### src/rtl/iact_glb_loader.sv
// iact_glb_loader: splits one tagged DMA stream of compressed iact words into
// the address and data channels of the GLB iact SRAM bank, pulses the bank
// write enable, and waits for the bank's write-done. Each channel is
// guaranteed to carry exactly one zero end sign; one is forced if the
// channel's depth limit is reached first.
module iact_glb_loader #(
   parameter int ADDR_W     = 7,
   parameter int DATA_W     = 12,
   parameter int ADDR_DEPTH = 1024,
   parameter int DATA_DEPTH = 1024,
   parameter int CNT_W      = 11
) (
   input  logic              clock,
   input  logic              reset,
   input  logic              load_start,
   output logic              busy,
   output logic              load_done,
   input  logic              src_valid,
   output logic              src_ready,
   input  logic [12:0]       src_data,
   output logic              iact_address_in_valid,
   input  logic              iact_address_in_ready,
   output logic [ADDR_W-1:0] iact_address_in,
   output logic              iact_data_in_valid,
   input  logic              iact_data_in_ready,
   output logic [DATA_W-1:0] iact_data_in,
   output logic              iact_write_en,
   input  logic              iact_write_done,
   output logic [CNT_W-1:0]  addr_count,
   output logic [CNT_W-1:0]  data_count,
   output logic              overflow_err,
   output logic              seq_err
);

   typedef enum logic [2:0] {
      IDLE,
      START,
      STREAM,
      WAIT_DONE,
      DONE
   } state_t;

   state_t              r_state;
   logic                r_writeEn;
   logic                r_loadDone;
   logic                r_addrValid;
   logic [ADDR_W-1:0]   r_addrBuf;
   logic                r_dataValid;
   logic [DATA_W-1:0]   r_dataBuf;
   logic                r_addrEnd;
   logic                r_dataEnd;
   logic                r_doneLatch;
   logic [CNT_W-1:0]    r_addrCnt;
   logic [CNT_W-1:0]    r_dataCnt;
   logic                r_overflowErr;
   logic                r_seqErr;

   logic                w_isAddr;
   logic [ADDR_W-1:0]   w_addrPayload;
   logic [DATA_W-1:0]   w_dataPayload;
   logic                w_inStream;
   logic                w_addrDrain;
   logic                w_dataDrain;
   logic                w_addrRoom;
   logic                w_dataRoom;
   logic                w_srcReady;
   logic                w_accept;
   logic                w_addrTake;
   logic                w_dataTake;
   logic                w_seqHit;
   logic                w_addrForce;
   logic                w_dataForce;
   logic                w_addrEndNow;
   logic                w_dataEndNow;

   // Steering and flow control: a word is taken when its channel buffer has
   // room (empty or draining this cycle), or when that channel has already
   // ended, in which case the word is swallowed and flagged as a sequence error.
   always_comb begin
      w_isAddr      = src_data[12];
      w_addrPayload = src_data[ADDR_W-1:0];
      w_dataPayload = src_data[DATA_W-1:0];
      w_inStream    = (r_state == STREAM);
      w_addrDrain   = r_addrValid & iact_address_in_ready;
      w_dataDrain   = r_dataValid & iact_data_in_ready;
      w_addrRoom    = ~r_addrValid | w_addrDrain | r_addrEnd;
      w_dataRoom    = ~r_dataValid | w_dataDrain | r_dataEnd;
      w_srcReady    = w_inStream & (w_isAddr ? w_addrRoom : w_dataRoom);
      w_accept      = src_valid & w_srcReady;
      w_addrTake    = w_accept & w_isAddr & ~r_addrEnd;
      w_dataTake    = w_accept & ~w_isAddr & ~r_dataEnd;
      w_seqHit      = w_accept & (w_isAddr ? r_addrEnd : r_dataEnd);
      w_addrForce   = (r_addrCnt == CNT_W'(ADDR_DEPTH - 1)) & (w_addrPayload != '0);
      w_dataForce   = (r_dataCnt == CNT_W'(DATA_DEPTH - 1)) & (w_dataPayload != '0);
      w_addrEndNow  = (w_addrPayload == '0) | w_addrForce;
      w_dataEndNow  = (w_dataPayload == '0) | w_dataForce;
   end

   // One-entry output buffer per channel; a new word may load in the same
   // cycle the old one drains, and a forced terminator replaces the payload.
   always_ff @(posedge clock or posedge reset) begin
      if (reset) begin
         r_addrValid <= 1'b0;
         r_addrBuf   <= '0;
         r_dataValid <= 1'b0;
         r_dataBuf   <= '0;
      end else begin
         if (w_addrTake) begin
            r_addrValid <= 1'b1;
            r_addrBuf   <= w_addrForce ? '0 : w_addrPayload;
         end else if (w_addrDrain) begin
            r_addrValid <= 1'b0;
         end
         if (w_dataTake) begin
            r_dataValid <= 1'b1;
            r_dataBuf   <= w_dataForce ? '0 : w_dataPayload;
         end else if (w_dataDrain) begin
            r_dataValid <= 1'b0;
         end
      end
   end

   // Load sequencer: issues the write-enable pulse, tracks counters, end
   // flags and sticky errors, latches an early write-done, and pulses done.
   always_ff @(posedge clock or posedge reset) begin
      if (reset) begin
         r_state       <= IDLE;
         r_writeEn     <= 1'b0;
         r_loadDone    <= 1'b0;
         r_addrEnd     <= 1'b0;
         r_dataEnd     <= 1'b0;
         r_doneLatch   <= 1'b0;
         r_addrCnt     <= '0;
         r_dataCnt     <= '0;
         r_overflowErr <= 1'b0;
         r_seqErr      <= 1'b0;
      end else begin
         r_writeEn  <= 1'b0;
         r_loadDone <= 1'b0;
         case (r_state)
            IDLE: begin
               if (load_start) begin
                  r_addrEnd     <= 1'b0;
                  r_dataEnd     <= 1'b0;
                  r_doneLatch   <= 1'b0;
                  r_addrCnt     <= '0;
                  r_dataCnt     <= '0;
                  r_overflowErr <= 1'b0;
                  r_seqErr      <= 1'b0;
                  r_writeEn     <= 1'b1;
                  r_state       <= START;
               end
            end
            START: begin
               r_state <= STREAM;
            end
            STREAM: begin
               if (w_addrTake) begin
                  r_addrCnt <= r_addrCnt + CNT_W'(1);
                  if (w_addrEndNow) begin
                     r_addrEnd <= 1'b1;
                  end
                  if (w_addrForce) begin
                     r_overflowErr <= 1'b1;
                  end
               end
               if (w_dataTake) begin
                  r_dataCnt <= r_dataCnt + CNT_W'(1);
                  if (w_dataEndNow) begin
                     r_dataEnd <= 1'b1;
                  end
                  if (w_dataForce) begin
                     r_overflowErr <= 1'b1;
                  end
               end
               if (w_seqHit) begin
                  r_seqErr <= 1'b1;
               end
               if (iact_write_done) begin
                  r_doneLatch <= 1'b1;
               end
               if (r_addrEnd && r_dataEnd && !r_addrValid && !r_dataValid) begin
                  r_state <= WAIT_DONE;
               end
            end
            WAIT_DONE: begin
               if (iact_write_done) begin
                  r_doneLatch <= 1'b1;
               end
               if (r_doneLatch || iact_write_done) begin
                  r_loadDone <= 1'b1;
                  r_state    <= DONE;
               end
            end
            DONE: begin
               r_state <= IDLE;
            end
            default: begin
               r_state <= IDLE;
            end
         endcase
      end
   end

   assign busy                  = (r_state != IDLE);
   assign load_done             = r_loadDone;
   assign src_ready             = w_srcReady;
   assign iact_address_in_valid = r_addrValid;
   assign iact_address_in       = r_addrBuf;
   assign iact_data_in_valid    = r_dataValid;
   assign iact_data_in          = r_dataBuf;
   assign iact_write_en         = r_writeEn;
   assign addr_count            = r_addrCnt;
   assign data_count            = r_dataCnt;
   assign overflow_err          = r_overflowErr;
   assign seq_err               = r_seqErr;

endmodule

### config.mk
export PLATFORM = sky130hd
export DESIGN_NAME = iact_glb_loader
export DESIGN_NICKNAME = d
export VERILOG_FILES = /design/src/rtl/iact_glb_loader.sv
export SDC_FILE = /design/constraint.sdc
export NUM_CORES = 1
export LEC_CHECK = 0
export ABC_AREA = 0
export BUFFER_PORTS_ARGS = -buffer_cell sky130_fd_sc_hd__buf_2
export CAP_MARGIN = 10
export CORE_UTILIZATION = 55
export DETAILED_ROUTE_END_ITERATION = 16
export PLACE_DENSITY_LB_ADDON = 0.2
export SYNTH_ARGS = -nofsm -noshare
export SYNTH_HDL_FRONTEND = slang
export SYNTH_SLANG_ARGS = --single-unit
### constraint.sdc
create_clock -name clock -period 4.8 [get_ports clock]
set_input_delay 0.24 -clock clock [delete_from_list [all_inputs] [get_ports clock]]
set_output_delay 0.24 -clock clock [all_outputs]
set_load 0.03 [all_outputs]
==> impl_metrics.sql <==
INSERT INTO impl_metrics (metric_group, metric, value, unit) VALUES
('sta', 'finalSetupTns', '0', 'ns'),
('power_and_ir_drop', 'report.power.total', '1480', 'uW'),
('worst_setup_path', 'crit_path_top_delay_cell', 'nor4_1', ''),
('grt', 'largest_net_degree_at_the_start_of_global_routing', '54', ''),
('route', 'detailroute.via_count', '2126', ''),
('worst_setup_path', 'timing.critical_path.cells', 'ha_1, nand3_1, nor4_1, nor2b_1, o21ai_0', ''),
('yosys', 'synthTopCellsByCount', '53 x dfrtp_1, 45 x nand2_1, 25 x o21ai_0', ''),
('grt', 'grt_pass1_wl', '9020', 'um'),
('yosys', 'synth_warnings', '0', ''),
('route', 'detailedRoute.firstIterationViolations', '135', ''),
('hold_path', 'timing.hold.worst.start', 'src_data[11]', ''),
('route', 'drt_first_pass_iters', '5', ''),
('sta', 'timing.final.max_slew_violations', '0', ''),
('layout', 'n_fill_cell', '360', ''),
('layout', 'post_route_cells_drive_above_1_share', '0.260', ''),
('die', 'boundaryPins', '69', ''),
('layout', 'fin_nets', '340', ''),
('yosys', 'synth-simple-area-share', '0.245', ''),
('status', 'outcome', 'finished, final reports clean', ''),
('yosys', 'postSynthRegisterBits', '53', ''),
('sta', 'period_minus_slack', '2.32', 'ns'),
('power_and_ir_drop', 'total_leakage_power', '0.00141', 'uW'),
('worst_setup_path', 'slowest_delay', '0.74', 'ns'),
('sta', 'timing.final.ws_setup', '2.48', 'ns'),
('die', 'design.die.area', '4770', 'um^2'),
('worst_setup_path', 'worstSetupStartpointType', 'flop', ''),
('sta', 'worst_slew_pin_slew', '0.852', 'ns'),
('yosys', 'post_synthesis_instance_total', '252', ''),
('route', 'post_drt_via_cell_ratio', '5.73', ''),
('clocking', 'path_clk_slew', '0.09', 'ns'),
('placed_design', 'dp_hpwl', '3850', 'um'),
('layout', 'n_antenna_cell', '0', ''),
('yosys', 'synth_nets', '274', ''),
('grt', 'grt_usage', '0.237', ''),
('worst_setup_path', 'critPathKind', 'flop to flop', ''),
('yosys', 'yosys.area.top_type', 'dfrtp_1', ''),
('die', 'die_extent_in_x', '69.1', 'um'),
('route', 'post-route-drc-count', '0', ''),
('yosys', 'largest_family_of_logic_cells_by_synthesized_area', 'simple AND/OR/NAND/NOR gates', ''),
('hold_path', 'worstHoldPathType', 'input port to flop', ''),
('worst_setup_path', 'path_delay_family', 'simple AND/OR/NAND/NOR gates', ''),
('worst_setup_path', 'crit_path_end_kind', 'flop', ''),
('route', 'detail_route.wl_per_cell', '14.6', 'um'),
('sta', 'timing.fmax', '432', 'MHz'),
('yosys', 'sequential_fraction_of_the_synthesis_area', '0.536', ''),
('grt', 'initial_antenna_violation_count', '0', ''),
('worst_setup_path', 'regToRegStartpoint', 'data_count[0]', ''),
('die', 'die_height', '69.1', 'um'),
('worst_setup_path', 'critical_path.reg2reg.endpoint', 'iact_data_in[9]', ''),
('sta', 'finClkSkew', '0.00607', 'ns'),
('sta', 'grt_setup_unrepaired', 'no', ''),
('clocking', 'cts_buffer_depth', '2', ''),
('clocking', 'cts_num_sinks', '53', ''),
('yosys', 'netlist_top_cells_area', 'dfrtp_1 54%, nand2_1 6.8%, o21ai_0 5.1%', ''),
('worst_setup_path', 'crit_path_max_fanout', '9', ''),
('clocking', 'tritoncts', 'done', ''),
('worst_setup_path', 'cp.required', '4.97', 'ns'),
('yosys', 'adder_and_majority_gate_portion_of_the_synthesized_area', '0.0101', ''),
('layout', 'multi_input_area', '1050', 'um^2'),
('sta', 'whs', '0.176', 'ns'),
('die', 'core_region_area', '4320', 'um^2'),
('clocking', 'total_of_cells_resized_after_clock_tree_synthesis', '0', ''),
('worst_setup_path', 'path_buf_inv', '0', ''),
('sta', 'finalSetupViolations', '0', ''),
('clocking', 'insertion_delay', '0.30', 'ns'),
('layout', 'ff_latch_area', '1330', 'um^2'),
('die', 'floorplan.initialDensity', '0.572', ''),
('layout', 'area_growth', '18.6', '%'),
('clocking', 'cts_buffers', '5', ''),
('power_and_ir_drop', 'power_per_cell_area', '504', 'nW/um^2'),
('sta', 'portion_of_the_clock_cycle_consumed_by_the_worst_path_in_the_final_layout', '0.482', '');
## flip-flops by register name, indices dropped and copies added, names as in the netlist
signal                 cells
overflow_err               1
load_done                  1
r_dataEnd                  1
r_addrEnd                  1
r_state                    3
data_count                11
r_doneLatch                1
iact_address_in_valid      1
addr_count                11
seq_err                    1
iact_data_in_valid         1
iact_write_en              1
iact_address_in            7
iact_data_in              12
## metal layers
metal	vias to the layer above	part of all wire	global-route usage
met5	-	0	0
met4	0	0.019	0.0907
met3	11	0.054	0.0512
met2	78	0.47	0.370
met1	1001	0.46	0.325
li1	1036	-	-
## tightest hold or removal path, stage by stage
cell	delay, ns
buf_2	0.10
nand2_1	0.05
o21ai_0	0.06
## logic make-up (layout without fill, tap and decap cells)
| family | after synthesis | count (layout) |
|---|---|---|
| AND/OR/NAND/NOR | 113 | 113 |
| AO/OA/AOI/OAI | 58 | 58 |
| buffers and inverters | 19 | 86 |
| XOR/XNOR | 4 | 4 |
| multiplexers | 3 | 3 |
| flip-flops | 53 | 53 |
| adder cells (fa/ha/maj) | 2 | 2 |
## cell usage in the layout (no fill, tap or decap), types with 8 or more instances in the layout
| cell type | count |
|---|---|
| nand3_1 | 8 |
| nand2_1 | 45 |
| buf_2 | 68 |
| a21oi_1 | 12 |
| dfrtp_1 | 53 |
| nor2_1 | 11 |
| o21ai_0 | 25 |
| or3_1 | 8 |
| a22o_1 | 9 |
## worst max path at each step
stage	startpoint	to	slack, ns	depth (start not counted)
global route	data_count[0]	iact_data_in[4]	2.21	5
CTS	data_count[0]	iact_data_in[9]	2.45	5
finish	data_count[0]	iact_data_in[9]	2.48	5
global placement	data_count[0]	iact_data_in[11]	2.48	5
detailed placement	data_count[0]	iact_data_in[8]	2.47	5
floorplan	data_count[0]	iact_data_in[11]	2.83	5
## stage by stage
step / cells / instance area (um^2) / utilization
2_1_floorplan: 252 / 2470 / -
3_3_place_gp: 361 / 2820 / 0.651
3_5_place_dp: 361 / 2820 / 0.651
4_1_cts: 369 / 2900 / 0.671
5_1_grt: 371 / 2930 / 0.678
6_report: 371 / 2930 / 0.678
## final cells by class
type	count	area share
Sequential cell	53	0.452
Timing Repair Buffer	70	0.126
Multi-Input combinational cell	180	0.359
Clock buffer	6	0.0247
Clock inverter	2	0.00512
Inverter	8	0.0102
Tap cell	52	0.0222
## power by group
part | leakage, uW | total, uW | switching, uW | internal, uW
Sequential | 0.000703 | 640 | 83.9 | 556
Clock | 0.0000374 | 249 | 146 | 103
Combinational | 0.000672 | 588 | 416 | 172
Total | 0.00141 | 1480 | 646 | 831
Note: power is estimated with default switching activity, not from simulation.
